==> src/rtl/pgm_pkg.sv <==
// Shared definitions for the packet-generator write side: word tags, template
// field positions, register map and the classifier state encoding.
package pgm_pkg;

  localparam logic [1:0] TAG_HEAD = 2'b01;
  localparam logic [1:0] TAG_BODY = 2'b11;
  localparam logic [1:0] TAG_TAIL = 2'b10;

  localparam logic [2:0] TEMPLATE_MARK = 3'b111;
  localparam int         TMPL_MARK_LSB = 109;
  localparam int         TMPL_SEL_LSB  = 106;

  localparam logic [3:0] REG_TLIM_LO  = 4'd0;
  localparam logic [3:0] REG_TLIM_HI  = 4'd1;
  localparam logic [3:0] REG_RUN      = 4'd2;
  localparam logic [3:0] REG_TCNT_LO  = 4'd3;
  localparam logic [3:0] REG_TCNT_HI  = 4'd4;
  localparam logic [3:0] REG_STATUS   = 4'd5;
  localparam logic [3:0] REG_SLOT_CLR = 4'd6;

  typedef enum logic [1:0] {
    ST_IDLE   = 2'd0,
    ST_BYPASS = 2'd1,
    ST_STORE  = 2'd2,
    ST_DROP   = 2'd3
  } state_e;

endpackage

==> src/rtl/pgm_wr_mslot_if.sv <==
// Packet word stream from the upstream stage, with almost-full back-pressure.
interface pgm_wr_mslot_if #(
  parameter int DATA_W = 134
);
  logic [DATA_W-1:0] data;
  logic              data_wr;
  logic              alf;

  modport master (output data, output data_wr, input alf);
  modport slave  (input data, input data_wr, output alf);
endinterface

==> src/rtl/pgm_run_timer.sv <==
// Generation-run timer: owns run_en and the 64-bit time limit, and frames a
// run with gen_start / gen_active / gen_finish while counting cycles.
module pgm_run_timer
  import pgm_pkg::*;
(
  input  logic        clk,
  input  logic        rst,
  input  logic        cfg_wr_i,
  input  logic [3:0]  cfg_addr_i,
  input  logic [31:0] cfg_wdata_i,
  input  logic        slot_any_i,
  output logic        run_en_o,
  output logic        gen_active_o,
  output logic        gen_start_o,
  output logic        gen_finish_o,
  output logic [63:0] time_cnt_o,
  output logic [63:0] time_limit_o
);

  logic [63:0] tlim_q, tlim_d, cnt_q, cnt_d;
  logic        run_q, run_d, act_q, act_d, start_q, start_d, fin_q, fin_d;

  always_comb begin
    tlim_d  = tlim_q;
    cnt_d   = cnt_q;
    run_d   = run_q;
    act_d   = act_q;
    start_d = 1'b0;
    fin_d   = 1'b0;
    if (!act_q) begin
      if (run_q && slot_any_i) begin
        act_d   = 1'b1;
        start_d = 1'b1;
        cnt_d   = '0;
      end
    end else if (!run_q || tlim_q == 64'd0 || cnt_q >= tlim_q - 64'd1) begin
      // run_en self-clears so a finished run never restarts on its own
      act_d = 1'b0;
      fin_d = 1'b1;
      run_d = 1'b0;
    end else begin
      cnt_d = cnt_q + 64'd1;
    end
    if (cfg_wr_i) begin
      case (cfg_addr_i)
        REG_TLIM_LO: tlim_d[31:0]  = cfg_wdata_i;
        REG_TLIM_HI: tlim_d[63:32] = cfg_wdata_i;
        REG_RUN:     run_d         = cfg_wdata_i[0];
        default: ;
      endcase
    end
  end

  always_ff @(posedge clk or posedge rst) begin
    if (rst) begin
      tlim_q  <= '0;
      cnt_q   <= '0;
      run_q   <= 1'b0;
      act_q   <= 1'b0;
      start_q <= 1'b0;
      fin_q   <= 1'b0;
    end else begin
      tlim_q  <= tlim_d;
      cnt_q   <= cnt_d;
      run_q   <= run_d;
      act_q   <= act_d;
      start_q <= start_d;
      fin_q   <= fin_d;
    end
  end

  assign run_en_o     = run_q;
  assign gen_active_o = act_q;
  assign gen_start_o  = start_q;
  assign gen_finish_o = fin_q;
  assign time_cnt_o   = cnt_q;
  assign time_limit_o = tlim_q;

endmodule

==> src/rtl/pgm_wr_mslot.sv <==
// Packet-generator write side: stores template packets into RAM slots,
// bypasses everything else with a per-packet verdict, and hosts the run timer.
module pgm_wr_mslot
  import pgm_pkg::*;
#(
  parameter int DATA_W     = 134,
  parameter int SLOTS      = 4,
  parameter int SLOT_DEPTH = 32,
  parameter int SLOT_AW    = $clog2(SLOT_DEPTH),
  parameter int SEL_W      = (SLOTS > 1) ? $clog2(SLOTS) : 1,
  parameter int RAM_W      = 144
) (
  input  logic                         clk,
  input  logic                         rst,
  pgm_wr_mslot_if.slave                in_s,
  output logic [DATA_W-1:0]            out_data,
  output logic                         out_data_wr,
  output logic                         out_valid,
  output logic                         out_valid_wr,
  input  logic                         in_alf,
  output logic                         ram_wr_en,
  output logic [SEL_W+SLOT_AW-1:0]     ram_addr,
  output logic [RAM_W-1:0]             ram_wdata,
  output logic [SLOTS-1:0]             slot_valid,
  output logic [SLOTS*(SLOT_AW+1)-1:0] slot_len,
  output logic                         gen_active,
  output logic                         gen_start,
  output logic                         gen_finish,
  input  logic                         cfg_wr,
  input  logic [3:0]                   cfg_addr,
  input  logic [31:0]                  cfg_wdata,
  output logic [31:0]                  cfg_rdata,
  output logic [15:0]                  err_cnt
);

  localparam int               AW   = SEL_W + SLOT_AW;
  localparam int               LW   = SLOT_AW + 1;
  localparam logic [SLOT_AW:0] FULL = LW'(SLOT_DEPTH);

  function automatic logic [15:0] sat_inc(input logic [15:0] v);
    return (v == 16'hFFFF) ? v : v + 16'd1;
  endfunction

  state_e               state_q, state_d;
  logic [SEL_W-1:0]     slot_q, slot_d, sel;
  logic [SLOT_AW:0]     cnt_q, cnt_d;
  logic [SLOTS-1:0]     sv_q, sv_d, clr_mask;
  logic [SLOTS*LW-1:0]  len_q;
  logic [DATA_W-1:0]    word, out_data_q;
  logic [AW-1:0]        addr_d, ram_addr_q;
  logic [RAM_W-1:0]     ram_wdata_q;
  logic [15:0]          err_q;
  logic [31:0]          rdata_d, rdata_q;
  logic [63:0]          time_cnt, time_limit;
  logic wr, is_head, is_tail, is_tmpl, classify, fwd, ram_we, err_inc;
  logic pend_set, abort_vld, len_upd, pend_q, run_en;
  logic out_data_wr_q, out_valid_q, out_valid_wr_q, ram_wr_en_q;

  assign in_s.alf = in_alf;
  assign word     = in_s.data;
  assign wr       = in_s.data_wr;
  assign is_head  = (word[DATA_W-1 -: 2] == TAG_HEAD);
  assign is_tail  = (word[DATA_W-1 -: 2] == TAG_TAIL);
  assign is_tmpl  = (word[TMPL_MARK_LSB +: 3] == TEMPLATE_MARK);
  assign clr_mask = (cfg_wr && cfg_addr == REG_SLOT_CLR) ? cfg_wdata[SLOTS-1:0] : '0;

  if (SLOTS == 1) begin : g_sel1
    assign sel = '0;
  end else begin : g_seln
    assign sel = word[TMPL_SEL_LSB +: SEL_W];
  end

  always_comb begin
    state_d   = state_q;
    slot_d    = slot_q;
    cnt_d     = cnt_q;
    sv_d      = sv_q;
    classify  = 1'b0;
    fwd       = 1'b0;
    ram_we    = 1'b0;
    addr_d    = {slot_q, cnt_q[SLOT_AW-1:0]};
    err_inc   = 1'b0;
    pend_set  = 1'b0;
    abort_vld = 1'b0;
    len_upd   = 1'b0;
    if (wr) begin
      unique case (state_q)
        ST_IDLE: begin
          if (is_head) classify = 1'b1;
          else begin
            err_inc = 1'b1;
            if (!is_tail) state_d = ST_DROP;
          end
        end
        ST_BYPASS: begin
          if (is_head) begin
            err_inc   = 1'b1;
            abort_vld = 1'b1;
            classify  = 1'b1;
          end else begin
            fwd = 1'b1;
            if (is_tail) begin
              pend_set = 1'b1;
              state_d  = ST_IDLE;
            end
          end
        end
        ST_STORE: begin
          if (is_head) begin
            err_inc  = 1'b1;
            classify = 1'b1;
          end else if (cnt_q == FULL) begin
            // slot already full: the packet cannot fit, discard the rest
            err_inc = 1'b1;
            state_d = is_tail ? ST_IDLE : ST_DROP;
          end else begin
            ram_we = 1'b1;
            cnt_d  = cnt_q + 1'b1;
            if (is_tail) begin
              len_upd      = 1'b1;
              sv_d[slot_q] = 1'b1;
              state_d      = ST_IDLE;
            end
          end
        end
        ST_DROP: if (is_tail) state_d = ST_IDLE;
        default: state_d = ST_IDLE;
      endcase
    end
    if (classify) begin
      if (is_tmpl) begin
        state_d   = ST_STORE;
        slot_d    = sel;
        cnt_d     = LW'(1);
        sv_d[sel] = 1'b0;
        ram_we    = 1'b1;
        addr_d    = {sel, {SLOT_AW{1'b0}}};
      end else begin
        state_d = ST_BYPASS;
        fwd     = 1'b1;
      end
    end
    // clearing the slot being filled aborts the store silently
    if (state_q == ST_STORE && state_d == ST_STORE && !classify && clr_mask[slot_q]) begin
      state_d = ST_DROP;
      ram_we  = 1'b0;
    end
    sv_d = sv_d & ~clr_mask;
  end

  always_comb begin
    rdata_d = 32'hFFFF_FFFF;
    case (cfg_addr)
      REG_TLIM_LO:  rdata_d = time_limit[31:0];
      REG_TLIM_HI:  rdata_d = time_limit[63:32];
      REG_RUN:      rdata_d = {31'd0, run_en};
      REG_TCNT_LO:  rdata_d = time_cnt[31:0];
      REG_TCNT_HI:  rdata_d = time_cnt[63:32];
      REG_STATUS:   rdata_d = 32'({err_q, sv_q});
      REG_SLOT_CLR: rdata_d = '0;
      default: ;
    endcase
  end

  always_ff @(posedge clk or posedge rst) begin
    if (rst) begin
      state_q        <= ST_IDLE;
      slot_q         <= '0;
      cnt_q          <= '0;
      sv_q           <= '0;
      len_q          <= '0;
      pend_q         <= 1'b0;
      err_q          <= '0;
      out_data_q     <= '0;
      out_data_wr_q  <= 1'b0;
      out_valid_q    <= 1'b0;
      out_valid_wr_q <= 1'b0;
      ram_wr_en_q    <= 1'b0;
      ram_addr_q     <= '0;
      ram_wdata_q    <= '0;
      rdata_q        <= '0;
    end else begin
      state_q        <= state_d;
      slot_q         <= slot_d;
      cnt_q          <= cnt_d;
      sv_q           <= sv_d;
      pend_q         <= pend_set;
      out_data_wr_q  <= fwd;
      out_valid_wr_q <= pend_q | abort_vld;
      out_valid_q    <= pend_q;
      ram_wr_en_q    <= ram_we;
      rdata_q        <= rdata_d;
      if (fwd) out_data_q <= word;
      if (ram_we) begin
        ram_addr_q  <= addr_d;
        ram_wdata_q <= RAM_W'(word);
      end
      if (len_upd) len_q[slot_q*LW +: LW] <= cnt_q + 1'b1;
      if (err_inc) err_q <= sat_inc(err_q);
    end
  end

  pgm_run_timer u_timer (
    .clk          (clk),
    .rst          (rst),
    .cfg_wr_i     (cfg_wr),
    .cfg_addr_i   (cfg_addr),
    .cfg_wdata_i  (cfg_wdata),
    .slot_any_i   (|sv_q),
    .run_en_o     (run_en),
    .gen_active_o (gen_active),
    .gen_start_o  (gen_start),
    .gen_finish_o (gen_finish),
    .time_cnt_o   (time_cnt),
    .time_limit_o (time_limit)
  );

  assign out_data     = out_data_q;
  assign out_data_wr  = out_data_wr_q;
  assign out_valid    = out_valid_q;
  assign out_valid_wr = out_valid_wr_q;
  assign ram_wr_en    = ram_wr_en_q;
  assign ram_addr     = ram_addr_q;
  assign ram_wdata    = ram_wdata_q;
  assign slot_valid   = sv_q;
  assign slot_len     = len_q;
  assign err_cnt      = err_q;
  assign cfg_rdata    = rdata_q;

endmodule
==> src/flat_wrapper.sv <==
// flat-port wrapper written by rule: the top's interface ports become plain ports
module pgm_wr_mslot_flat import pgm_pkg::*;
#(
  parameter int DATA_W     = 134,
  parameter int SLOTS      = 4,
  parameter int SLOT_DEPTH = 32,
  parameter int SLOT_AW    = $clog2(SLOT_DEPTH),
  parameter int SEL_W      = (SLOTS > 1) ? $clog2(SLOTS) : 1,
  parameter int RAM_W      = 144
)
  (clk, rst, out_data, out_data_wr, out_valid, out_valid_wr, in_alf, ram_wr_en, ram_addr, ram_wdata, slot_valid, slot_len, gen_active, gen_start, gen_finish, cfg_wr, cfg_addr, cfg_wdata, cfg_rdata, err_cnt, in_s_data, in_s_data_wr, in_s_alf);
  pgm_wr_mslot_if #(.DATA_W(DATA_W)) in_s_i ();
  input  logic clk;
  input  logic rst;
  output logic [DATA_W-1:0] out_data;
  output logic out_data_wr;
  output logic out_valid;
  output logic out_valid_wr;
  input  logic in_alf;
  output logic ram_wr_en;
  output logic [SEL_W+SLOT_AW-1:0] ram_addr;
  output logic [RAM_W-1:0] ram_wdata;
  output logic [SLOTS-1:0] slot_valid;
  output logic [SLOTS*(SLOT_AW+1)-1:0] slot_len;
  output logic gen_active;
  output logic gen_start;
  output logic gen_finish;
  input  logic cfg_wr;
  input  logic [3:0] cfg_addr;
  input  logic [31:0] cfg_wdata;
  output logic [31:0] cfg_rdata;
  output logic [15:0] err_cnt;
  input wire logic [$bits(in_s_i.data)-1:0] in_s_data;
  input wire logic [$bits(in_s_i.data_wr)-1:0] in_s_data_wr;
  output wire logic [$bits(in_s_i.alf)-1:0] in_s_alf;
  assign in_s_i.data = in_s_data;
  assign in_s_i.data_wr = in_s_data_wr;
  assign in_s_alf = in_s_i.alf;
  pgm_wr_mslot #(.DATA_W(DATA_W), .SLOTS(SLOTS), .SLOT_DEPTH(SLOT_DEPTH), .SLOT_AW(SLOT_AW), .SEL_W(SEL_W), .RAM_W(RAM_W)) u_core (.clk(clk), .rst(rst), .in_s(in_s_i), .out_data(out_data), .out_data_wr(out_data_wr), .out_valid(out_valid), .out_valid_wr(out_valid_wr), .in_alf(in_alf), .ram_wr_en(ram_wr_en), .ram_addr(ram_addr), .ram_wdata(ram_wdata), .slot_valid(slot_valid), .slot_len(slot_len), .gen_active(gen_active), .gen_start(gen_start), .gen_finish(gen_finish), .cfg_wr(cfg_wr), .cfg_addr(cfg_addr), .cfg_wdata(cfg_wdata), .cfg_rdata(cfg_rdata), .err_cnt(err_cnt));
endmodule
==> config.mk <==
export PLATFORM = sky130hd
export DESIGN_NAME = pgm_wr_mslot_flat
export DESIGN_NICKNAME = d
export VERILOG_FILES = /design/src/rtl/pgm_pkg.sv /design/src/rtl/pgm_wr_mslot_if.sv /design/src/rtl/pgm_run_timer.sv /design/src/rtl/pgm_wr_mslot.sv /design/src/flat_wrapper.sv
export SDC_FILE = /design/constraint.sdc
export NUM_CORES = 1
export LEC_CHECK = 0
export CORE_MARGIN = 2
export CORE_UTILIZATION = 32
export CTS_BUF_LIST = sky130_fd_sc_hd__clkbuf_2 sky130_fd_sc_hd__clkbuf_4 sky130_fd_sc_hd__clkbuf_8
export DETAILED_ROUTE_END_ITERATION = 8
export HOLD_SLACK_MARGIN = 0.12
export PLACE_DENSITY = 0.58
export SLEW_MARGIN = 20
export SYNTH_ARGS = -nofsm -noshare
export SYNTH_HDL_FRONTEND = slang
export SYNTH_SLANG_ARGS = --single-unit
==> constraint.sdc <==
create_clock -name clk -period 32 [get_ports clk]
set_input_delay 4.8 -clock clk [delete_from_list [all_inputs] [get_ports clk]]
set_output_delay 4.8 -clock clk [all_outputs]
set_load 0.05 [all_outputs]
Word-level counts from Yosys, hierarchy flattened

Index checks and enable logic that the tools add are counted.

Memory bits (writable): 0
Input port bits: 175
Register bits after elaboration: 498
Memory bits (read-only): 0
Memories: 0
Bits in latches: 0
Output and inout bits: 369
Word-level logic and storage cells: 158

Shift-type cells: 2
Mux-type cells: 78
Equal/unequal tests: 16
$lt $le $gt $ge: 5
Add/sub/neg operators: 5
Bitwise gates (word level): 7
Reduce and logical (&&, ||, !) cells: 22
Div/mod/pow operators: 0
$mul: 1

Operators by type and width:

| cell                                                   | number |
|---|---|
| one-hot mux 32 bit (7 select lines)                    | 1 |
| two-way mux 64 bit                                     | 3 |
| adder 64 x 1 -> 64 bit (second input constant)         | 1 |
| greater-or-equal comparator 64 bit                     | 1 |
| logical NOT 64 bit                                     | 1 |
| subtractor 64 x 1 -> 64 bit (second input constant)    | 1 |
| two-way mux 1 bit                                      | 41 |
| two-way mux 6 bit                                      | 6 |
| negation 5 -> 34 bit                                   | 1 |
| variable shift 6 x 34 -> 24 bit (first input constant) | 1 |
| indexed part select 6 x 34 -> 24 bit                   | 1 |
| two-way mux 4 bit                                      | 8 |
| bitwise mux 24 bit                                     | 1 |
| two-way mux 2 bit                                      | 11 |
| adder 16 x 1 -> 16 bit (second input constant)         | 1 |
| == test 16 bit (second input constant)                 | 1 |
| two-way mux 7 bit                                      | 2 |
| == test 4 x 3 -> 1 bit (second input constant)         | 3 |
| AND reduction 2 bit                                    | 5 |
| AND 4 bit                                              | 2 |
| == test 2 bit (second input constant)                  | 4 |
| == test 4 x 2 -> 1 bit (second input constant)         | 2 |
| inverter 4 bit                                         | 2 |
| one-hot mux 2 bit (4 select lines)                     | 1 |
| 23 further kinds                                       | 35 |

Depth between registers and ports, before layout

Gate-level depths: netlist of run 1.

Word-level depth: 14
Depth in mapped cells: 20
Gate-level depth less buffers: 18

Modules after synthesis

From an unflattened synthesis of run 1, not the netlist that was laid out.

Cells, all modules: 2038
Area, all modules: 23953.0 um^2

Modules (own cells, without submodules):

| module        | area an instance (um^2) | seq. area each (um^2) | instances | cells an instance |
|---|---|---|---|---|
| pgm_wr_mslot  | 15065.7                 | 9158.8                | 1         | 1103 |
| pgm_run_timer | 8887.3                  | 3303.2                | 1         | 935 |

Least setup slack after synthesis of run 1

No wires, ideal clock.

Path type: input -> output
From: input port in_alf
To: output port in_s_alf
Arrival time: 4970 ps
Path slack: 22230 ps
Cell stages on the path: 1
Buffers on the path: 1
Required time: 27200 ps
Path through: buf_4

RTL lines:

| item               | RTL line           | text |
|---|---|---|
| start: declaration | flat_wrapper.sv:19 | `input logic in_alf;` |
| end: declaration   | flat_wrapper.sv:35 | `output wire logic [$bits(in_s_i.alf)-1:0] in_s_alf;` |

No word-level cell between the ends.

Worst setup path after layout of run 1

From: input port in_alf
To: output port in_s_alf

No word-level cell between the ends.

==> flow_summary_export.csv, run 1 <==
group,metric,value,unit
outcome,status,"completed",
setup_path,worstSetupEndpointType,"output pin",
placed_design,post_dp_cell_area,0.0297,mm²
sta,finalMaxSlewViolations,0,
yosys,syn_area_per_cell,11.9,µm²
sta,max_freq,0.104,GHz
setup_path,worstSetupStartpointType,"input port",
yosys,yosysTopAreaCellShare,53.2,%
routing,dr_total_vias,18654,
setup_path,worstSetupPathType,"in -> out",
sta,worstMarginPinSlew,1100,ps
clock_network,cts_max_level,3,
min_path,hold_class,"reg -> reg",
routing,drt_iter0_markers,1292,
routing,drtAntennaViolNets,0,
clock_network,clock_latency,710,ps
sta,setup-tns-final,0,ps
grt,grt_pass1_wl,124000,µm
yosys,async_flop_share,100,%
yosys,synth-edff-count,0,
grt,antenna_found_initial,12,
clock_network,postCtsSetupBuffers,0,
floorplanning,initial_core_util,32.2,%
setup_path,reg2regPathDepth,17,
grt,grt_max_degree,171,
cells_and_area,n_fill_cell,6754,
sta,slew_headroom,26.5,%
yosys,synth_cells,1973,
pwr,peakVddDrop,0.0000918,V
placed_design,gp_congestion,0.864,
yosys,synth.area.top_cells,"dfrtp_1, mux2_2, ha_1",
routing,post-route-drc-count,0,
setup_path,cp.required,27200,ps
cells_and_area,utilization,43.6,%
grt,gr-total-overflow,0,
clock_network,cts-buffers-inserted,90,
yosys,synth.most_common_cell,"dfrtp_1",
floorplanning,row_count,99,
routing,wl,83900,µm
floorplanning,core_area,0.0727,mm²
yosys,ys_ff_latch,498,
setup_path,timing.rr.start,"u_core.u_timer.time_limit_o[12]$_DFFE_PP0P_",
cells_and_area,drive_gt1_share,20.5,%
cells_and_area,design_area,0.0317,mm²
floorplanning,die_w,274,µm
setup_path,regToRegSetupSlack,24510,ps
setup_path,cp.arrival,4800,ps
yosys,synth.distinct_cells,65,
yosys,synth_top_area_cell,"dfrtp_1",
min_path,holdPathStages,0,
sta,post-route-period-util,30.0,%
grt,grt_pass1_vias,19074,
clock_network,cts.path.max_buffers,3,
grt,grt_usage,22.0,%
min_path,worstHoldEndpoint,"u_core.out_valid$_DFF_PP0_",
yosys,synth_common_cells,"dfrtp_1, mux2_2, nand2_1",
pwr,powerDensity,105,mW/mm²
clock_network,ctsHoldBuffers,0,
sta,fin_crit,9600,ps
clock_network,cts_resized,0,
clock_network,root_buffer,"clkbuf_8",
cells_and_area,synthToLayoutAreaGrowth,35.5,%
routing,drt-vias-per-instance,5.26,
sta,hold_viol_final,0,
setup_path,r2r_end,"u_core.u_timer.time_cnt_o[10]$_DFFE_PP0P_",
clock_network,clock-sinks,498,
sta,setup_viol,0,
sta,rsz0062_at_grt,"false",
placed_design,io_buffer_count,531,
floorplanning,num_io_pins,544,
yosys,synth_top_flop_cell,"dfrtp_1",
yosys,yosysWarnings,0,
pwr,p_leak,12.9,nW
floorplanning,die-area,0.0753,mm²
cells_and_area,final_nets,2774,
yosys,syn_area,0.0234,mm²
placed_design,pre_cts_slack,22400,ps
run,max_cap_viol_count,0,
sta,timing.final.ws_setup,22400,ps
sta,final.setup_skew,47.7,ps
setup_path,cp_max_fo,1,
routing,wl_per_cell,23.7,µm
clock_network,cts_tree,"yes",
floorplanning,fp.dieH,274,µm
placed_design,hpwl,61800,µm
routing,dr.pass1.iters,5,
yosys,synth-seq-area-share,53.2,%
clock_network,clkTransAtPathRegs,60,ps
min_path,min_from,"u_core.pend_q$_DFF_PP0_",
==> layout by cell type (no fill, tap or decap), types with 10 or more instances in the layout <==
cell / netlist / final
clkbuf_4: 0 / 20
o31ai_1: 31 / 31
a21oi_1: 65 / 65
nand3_1: 67 / 67
clkbuf_8: 0 / 117
and4_1: 12 / 12
xnor2_1: 57 / 57
nand4_1: 50 / 50
a22oi_1: 62 / 62
nor4_1: 17 / 16
nand2b_1: 16 / 16
o211ai_1: 15 / 15
conb_1: 1 / 10
nand2_1: 151 / 151
o21ai_1: 10 / 10
or3_1: 29 / 29
nor2b_1: 11 / 11
buf_4: 13 / 18
mux2i_1: 11 / 11
o21ai_0: 41 / 41
inv_1: 32 / 31
and3_1: 14 / 14
xor2_1: 31 / 31
mux2_2: 323 / 323
clkdlybuf4s50_1: 0 / 531
mux2_1: 15 / 15
or4_1: 25 / 25
nor3_1: 37 / 34
ha_1: 77 / 77
dfrtp_1: 498 / 498
nor2_1: 81 / 78
==> flip-flops by register name, summed over array words and instances (netlist names), 2 cells and up <==
register / count
u_core.slot_len: 24
u_core.ram_wdata: 134
u_core.state_q: 2
u_core.u_timer.time_limit_o: 64
u_core.u_timer.time_cnt_o: 64
u_core.ram_addr: 7
u_core.cfg_rdata: 32
u_core.slot_q: 2
u_core.err_cnt: 16
u_core.slot_valid: 4
u_core.cnt_q: 6
u_core.out_data: 134
==> cell type report <==
cell class | instances | area [µm²] | area share [%]
sequential | 498 | 12500 | 39.3
multi-input combinational | 1348 | 10500 | 33.0
timing repair buffer | 552 | 5490 | 17.3
clock buffer | 137 | 1760 | 5.55
tap | 959 | 1200 | 3.78
clock inverter | 18 | 189 | 0.596
inverter | 32 | 128 | 0.402
antenna | 3 | 7.51 | 0.0237
==> where the power goes <==
part	switching (mW)	internal, mW	total [mW]
Combinational	1.09	0.578	1.66
Sequential	0.167	0.847	1.01
Clock	0.288	0.362	0.650
==> cells by family (layout without fill, tap and decap cells) <==
logic type / Yosys count / after routing / share of synthesized area [%]
mux: 350 / 350 / 16.8
other cells: 1 / 13 / 0.0160
flops: 498 / 498 / 53.2
xor+xnor: 88 / 88 / 3.29
compound gates: 278 / 278 / 7.80
simple gates: 545 / 545 / 12.3
fa+ha+maj: 77 / 77 / 4.12
buf+inv: 136 / 739 / 2.46
==> how the worst max path moves through the flow <==
stage | startpoint | end | cells past startpoint | slack (ps)
2_1_floorplan | rst | u_core.cfg_rdata[0]$_DFF_PP0_ | 1 | 13300
3_3_place_gp | in_alf | in_s_alf | 0 | 22400
3_5_place_dp | in_alf | in_s_alf | 0 | 22400
4_1_cts | in_alf | in_s_alf | 0 | 22400
5_1_grt | in_alf | in_s_alf | 0 | 22400
6_report | in_alf | in_s_alf | 0 | 22400
==> metrics by stage <==
stage	instances	power [mW]	hold slack, ps
2_1_floorplan	1982	2.05	348
3_3_place_gp	3389	2.67	374
3_5_place_dp	3389	2.69	376
4_1_cts	3544	3.36	395
5_1_grt	3545	3.47	401
6_report	3547	3.33	400
==> metal layers <==
layer	part of all wire, %	vias up	GRT usage (%)
met3	9.3	132	8.28
met4	2.2	16	5.56
met5	0.12	-	0
li1	-	8317	-
met2	51	709	38.3
met1	38	9480	25.3
No activity file was read; power rests on OpenSTA's default activity.
==> run 2: changes to the inputs <==
==> constraint.sdc (replaced) <==
create_clock -name clk -period 9.3 [get_ports clk]
set_input_delay 1.395 -clock clk [delete_from_list [all_inputs] [get_ports clk]]
set_output_delay 1.395 -clock clk [all_outputs]
set_load 0.05 [all_outputs]
==> run 2 against run 1 <==
  * Power increased to 3.5 times the previous value
  * Sequential cell count unchanged
  * Clock skew increased by 13 ps
  * Combinational power increased to 3.4 times the previous value
  * Register-to-register slack got worse by 21000 ps
  * Via count increased by 0.29%
  * Non-clock buffer count increased by 2
  * Worst hold slack got worse by 26 ps
  * Critical path type is now reg -> reg
  * Critical endpoint is now u_core.u_timer.time_cnt_o[54]$_DFFE_PP0P_
  * Largest cell class unchanged
  * Largest power group unchanged
  * Highest routed layer unchanged
==> flow_summary_export.csv, run 2 (synthesis gave the netlist of run 1 again) <==
group,metric,value,unit
outcome,status,"completed",
routing,drt_iter0_markers,1431,
routing,dr_total_vias,18708,
setup_path,cp_cell_sequence,"inv_1, ha_1, or4b_1, nor2_1, nand4_4, or4_4, or3_1, xor2_1, ha_1, nand4_1, nor3_1, and4_1, o31a_1, nor4b_2, buf_4, nand4_1, or3_1, a21oi_1",
routing,dr.pass1.iters,6,
routing,wl,83900,µm
pwr,peakVddDrop,0.000311,V
grt,grt_pass1_wl,125000,µm
placed_design,pre_cts_slack,3140,ps
sta,setup-tns-final,0,ps
routing,drt-vias-per-instance,5.26,
setup_path,cp_slowest_stage_delay,740,ps
clock_network,cts-buffers-inserted,91,
clock_network,cts.path.max_buffers,3,
sta,setup_viol,0,
cells_and_area,final_common_cell,"clkdlybuf4s50_1",
setup_path,worstSetupEndpointType,"flop",
grt,gr-total-overflow,0,
clock_network,clock-sinks,498,
cells_and_area,mostFrequentLayoutCells,"clkdlybuf4s50_1, dfrtp_1, mux2_2, nand2_1, clkbuf_8",
sta,worstMarginPinSlew,1120,ps
clock_network,cts_tree,"yes",
sta,finalMaxSlewViolations,0,
grt,grt_max_degree,143,
setup_path,worstSetupPathType,"reg -> reg",
placed_design,io_buffer_count,531,
run,max_cap_viol_count,0,
clock_network,root_buffer,"clkbuf_8",
placed_design,gp_congestion,0.924,
grt,grt_pass1_vias,19545,
floorplanning,core_area,0.0727,mm²
setup_path,cp.arrival,6840,ps
cells_and_area,final_nets,2777,
routing,wl_met1,31300,µm
clock_network,cts_max_level,3,
routing,wl_per_cell,23.6,µm
clock_network,ctsHoldBuffers,0,
floorplanning,die_w,274,µm
clock_network,cts_resized,0,
setup_path,worstSetupStartpointType,"flop",
floorplanning,row_count,99,
setup_path,cp_max_fo,13,
sta,slew_headroom,25.5,%
pwr,powerDensity,362,mW/mm²
grt,grt_usage,22.1,%
floorplanning,num_io_pins,544,
routing,drtAntennaViolNets,0,
cells_and_area,synthToLayoutAreaGrowth,35.9,%
min_path,hold_class,"reg -> reg",
sta,timing.final.ws_setup,3070,ps
clock_network,clkTransAtPathRegs,60,ps
floorplanning,fp.dieH,274,µm
sta,post-route-period-util,67.0,%
sta,hold_viol_final,0,
grt,antenna_found_initial,14,
setup_path,crit_slowest_cell,"nor2_1",
floorplanning,die-area,0.0753,mm²
sta,final.setup_skew,61.1,ps
placed_design,hpwl,62400,µm
sta,rsz0062_at_grt,"false",
sta,fin_crit,6230,ps
floorplanning,initial_core_util,32.2,%
sta,max_freq,0.161,GHz
routing,topRoutingLayerUsed,"met5",
clock_network,postCtsSetupBuffers,0,
setup_path,cp.required,9910,ps
clock_network,clock_latency,720,ps
pwr,p_leak,12.9,nW
routing,met3_length,7930,µm
cells_and_area,drive_gt1_share,20.8,%
routing,post-route-drc-count,0,
routing,wl_met2,41700,µm
## run 2: changes by cell type in the layout (fill, tap and decap cells not counted), sizes merged
| cell | before | now |
|---|---|---|
| diode | 3 | 4 |
| inv | 37 | 36 |
| clkinv | 11 | 8 |
| clkbuf | 137 | 149 |
| buf | 21 | 23 |
| bufinv | 1 | 2 |
## run 2: where the power goes
group	total [mW]	internal [mW]	leakage, nW	switching [mW]
Sequential	3.48	2.92	6.12	0.566
Combinational	5.71	1.99	5.74	3.72
Clock	2.31	1.32	1.08	0.994
## run 2: worst max-delay path: cells and delay by family, from the launching register on
family / cells / cell delay, ps
and+or+nand+nor: 11 / 4440
adders and majority gates: 2 / 520
AOI/OAI and AO/OA: 2 / 300
xor gates and xnor gates: 1 / 150
DFF: 1 / 420
buffers and inverters: 2 / 340
## run 2: worst paths after layout
path | from | end | slack, ps | cells after the start
min | u_core.pend_q$_DFF_PP0_ | u_core.out_valid$_DFF_PP0_ | 370 | 0
min reg2reg | u_core.pend_q$_DFF_PP0_ | u_core.out_valid$_DFF_PP0_ | 370 | 0
max | u_core.u_timer.time_limit_o[0]$_DFFE_PP0P_ | u_core.u_timer.time_cnt_o[54]$_DFFE_PP0P_ | 3070 | 18
max reg2reg | u_core.u_timer.time_limit_o[0]$_DFFE_PP0P_ | u_core.u_timer.time_cnt_o[54]$_DFFE_PP0P_ | 3070 | 18
min in group asynchronous | rst | u_core.slot_len[19]$_DFFE_PP0P_ | 1160 | 2
max in group asynchronous | rst | u_core.ram_wdata[127]$_DFFE_PP0P_ | 6240 | 4
## run 2: final cells by class
| class | count | area (µm²) |
|---|---|---|
| tap | 959 | 1200 |
| fill | 6718 | 40900 |
| inverter | 32 | 124 |
| clock buffer | 149 | 1840 |
| sequential | 498 | 12500 |
| multi-input combinational | 1348 | 10500 |
| timing repair buffer | 554 | 5530 |
| antenna | 4 | 10.0 |
| clock inverter | 15 | 191 |
## run 2: stage by stage
| stage | hold WS [ps] | std cells | instance area [µm²] | power (mW) | utilization [%] |
|---|---|---|---|---|---|
| 6_report | 374 | 3559 | 31800 | 11.5 | 43.8 |
| 5_1_grt | 392 | 3557 | 31800 | 12.0 | 43.8 |
| 4_1_cts | 379 | 3555 | 31800 | 11.6 | 43.7 |
| 3_5_place_dp | 369 | 3391 | 29800 | 9.22 | 41.0 |
| 3_3_place_gp | 364 | 3391 | 29800 | 9.16 | 40.9 |
| 2_1_floorplan | 348 | 1982 | 23400 | 7.06 | - |
## run 2: metal layers
| metal | global-route usage [%] | vias up |
|---|---|---|
| met5 | 0 | - |
| met4 | 7.48 | 20 |
| met3 | 8.18 | 172 |
| met2 | 37.7 | 781 |
| met1 | 25.3 | 9421 |
| li1 | - | 8314 |
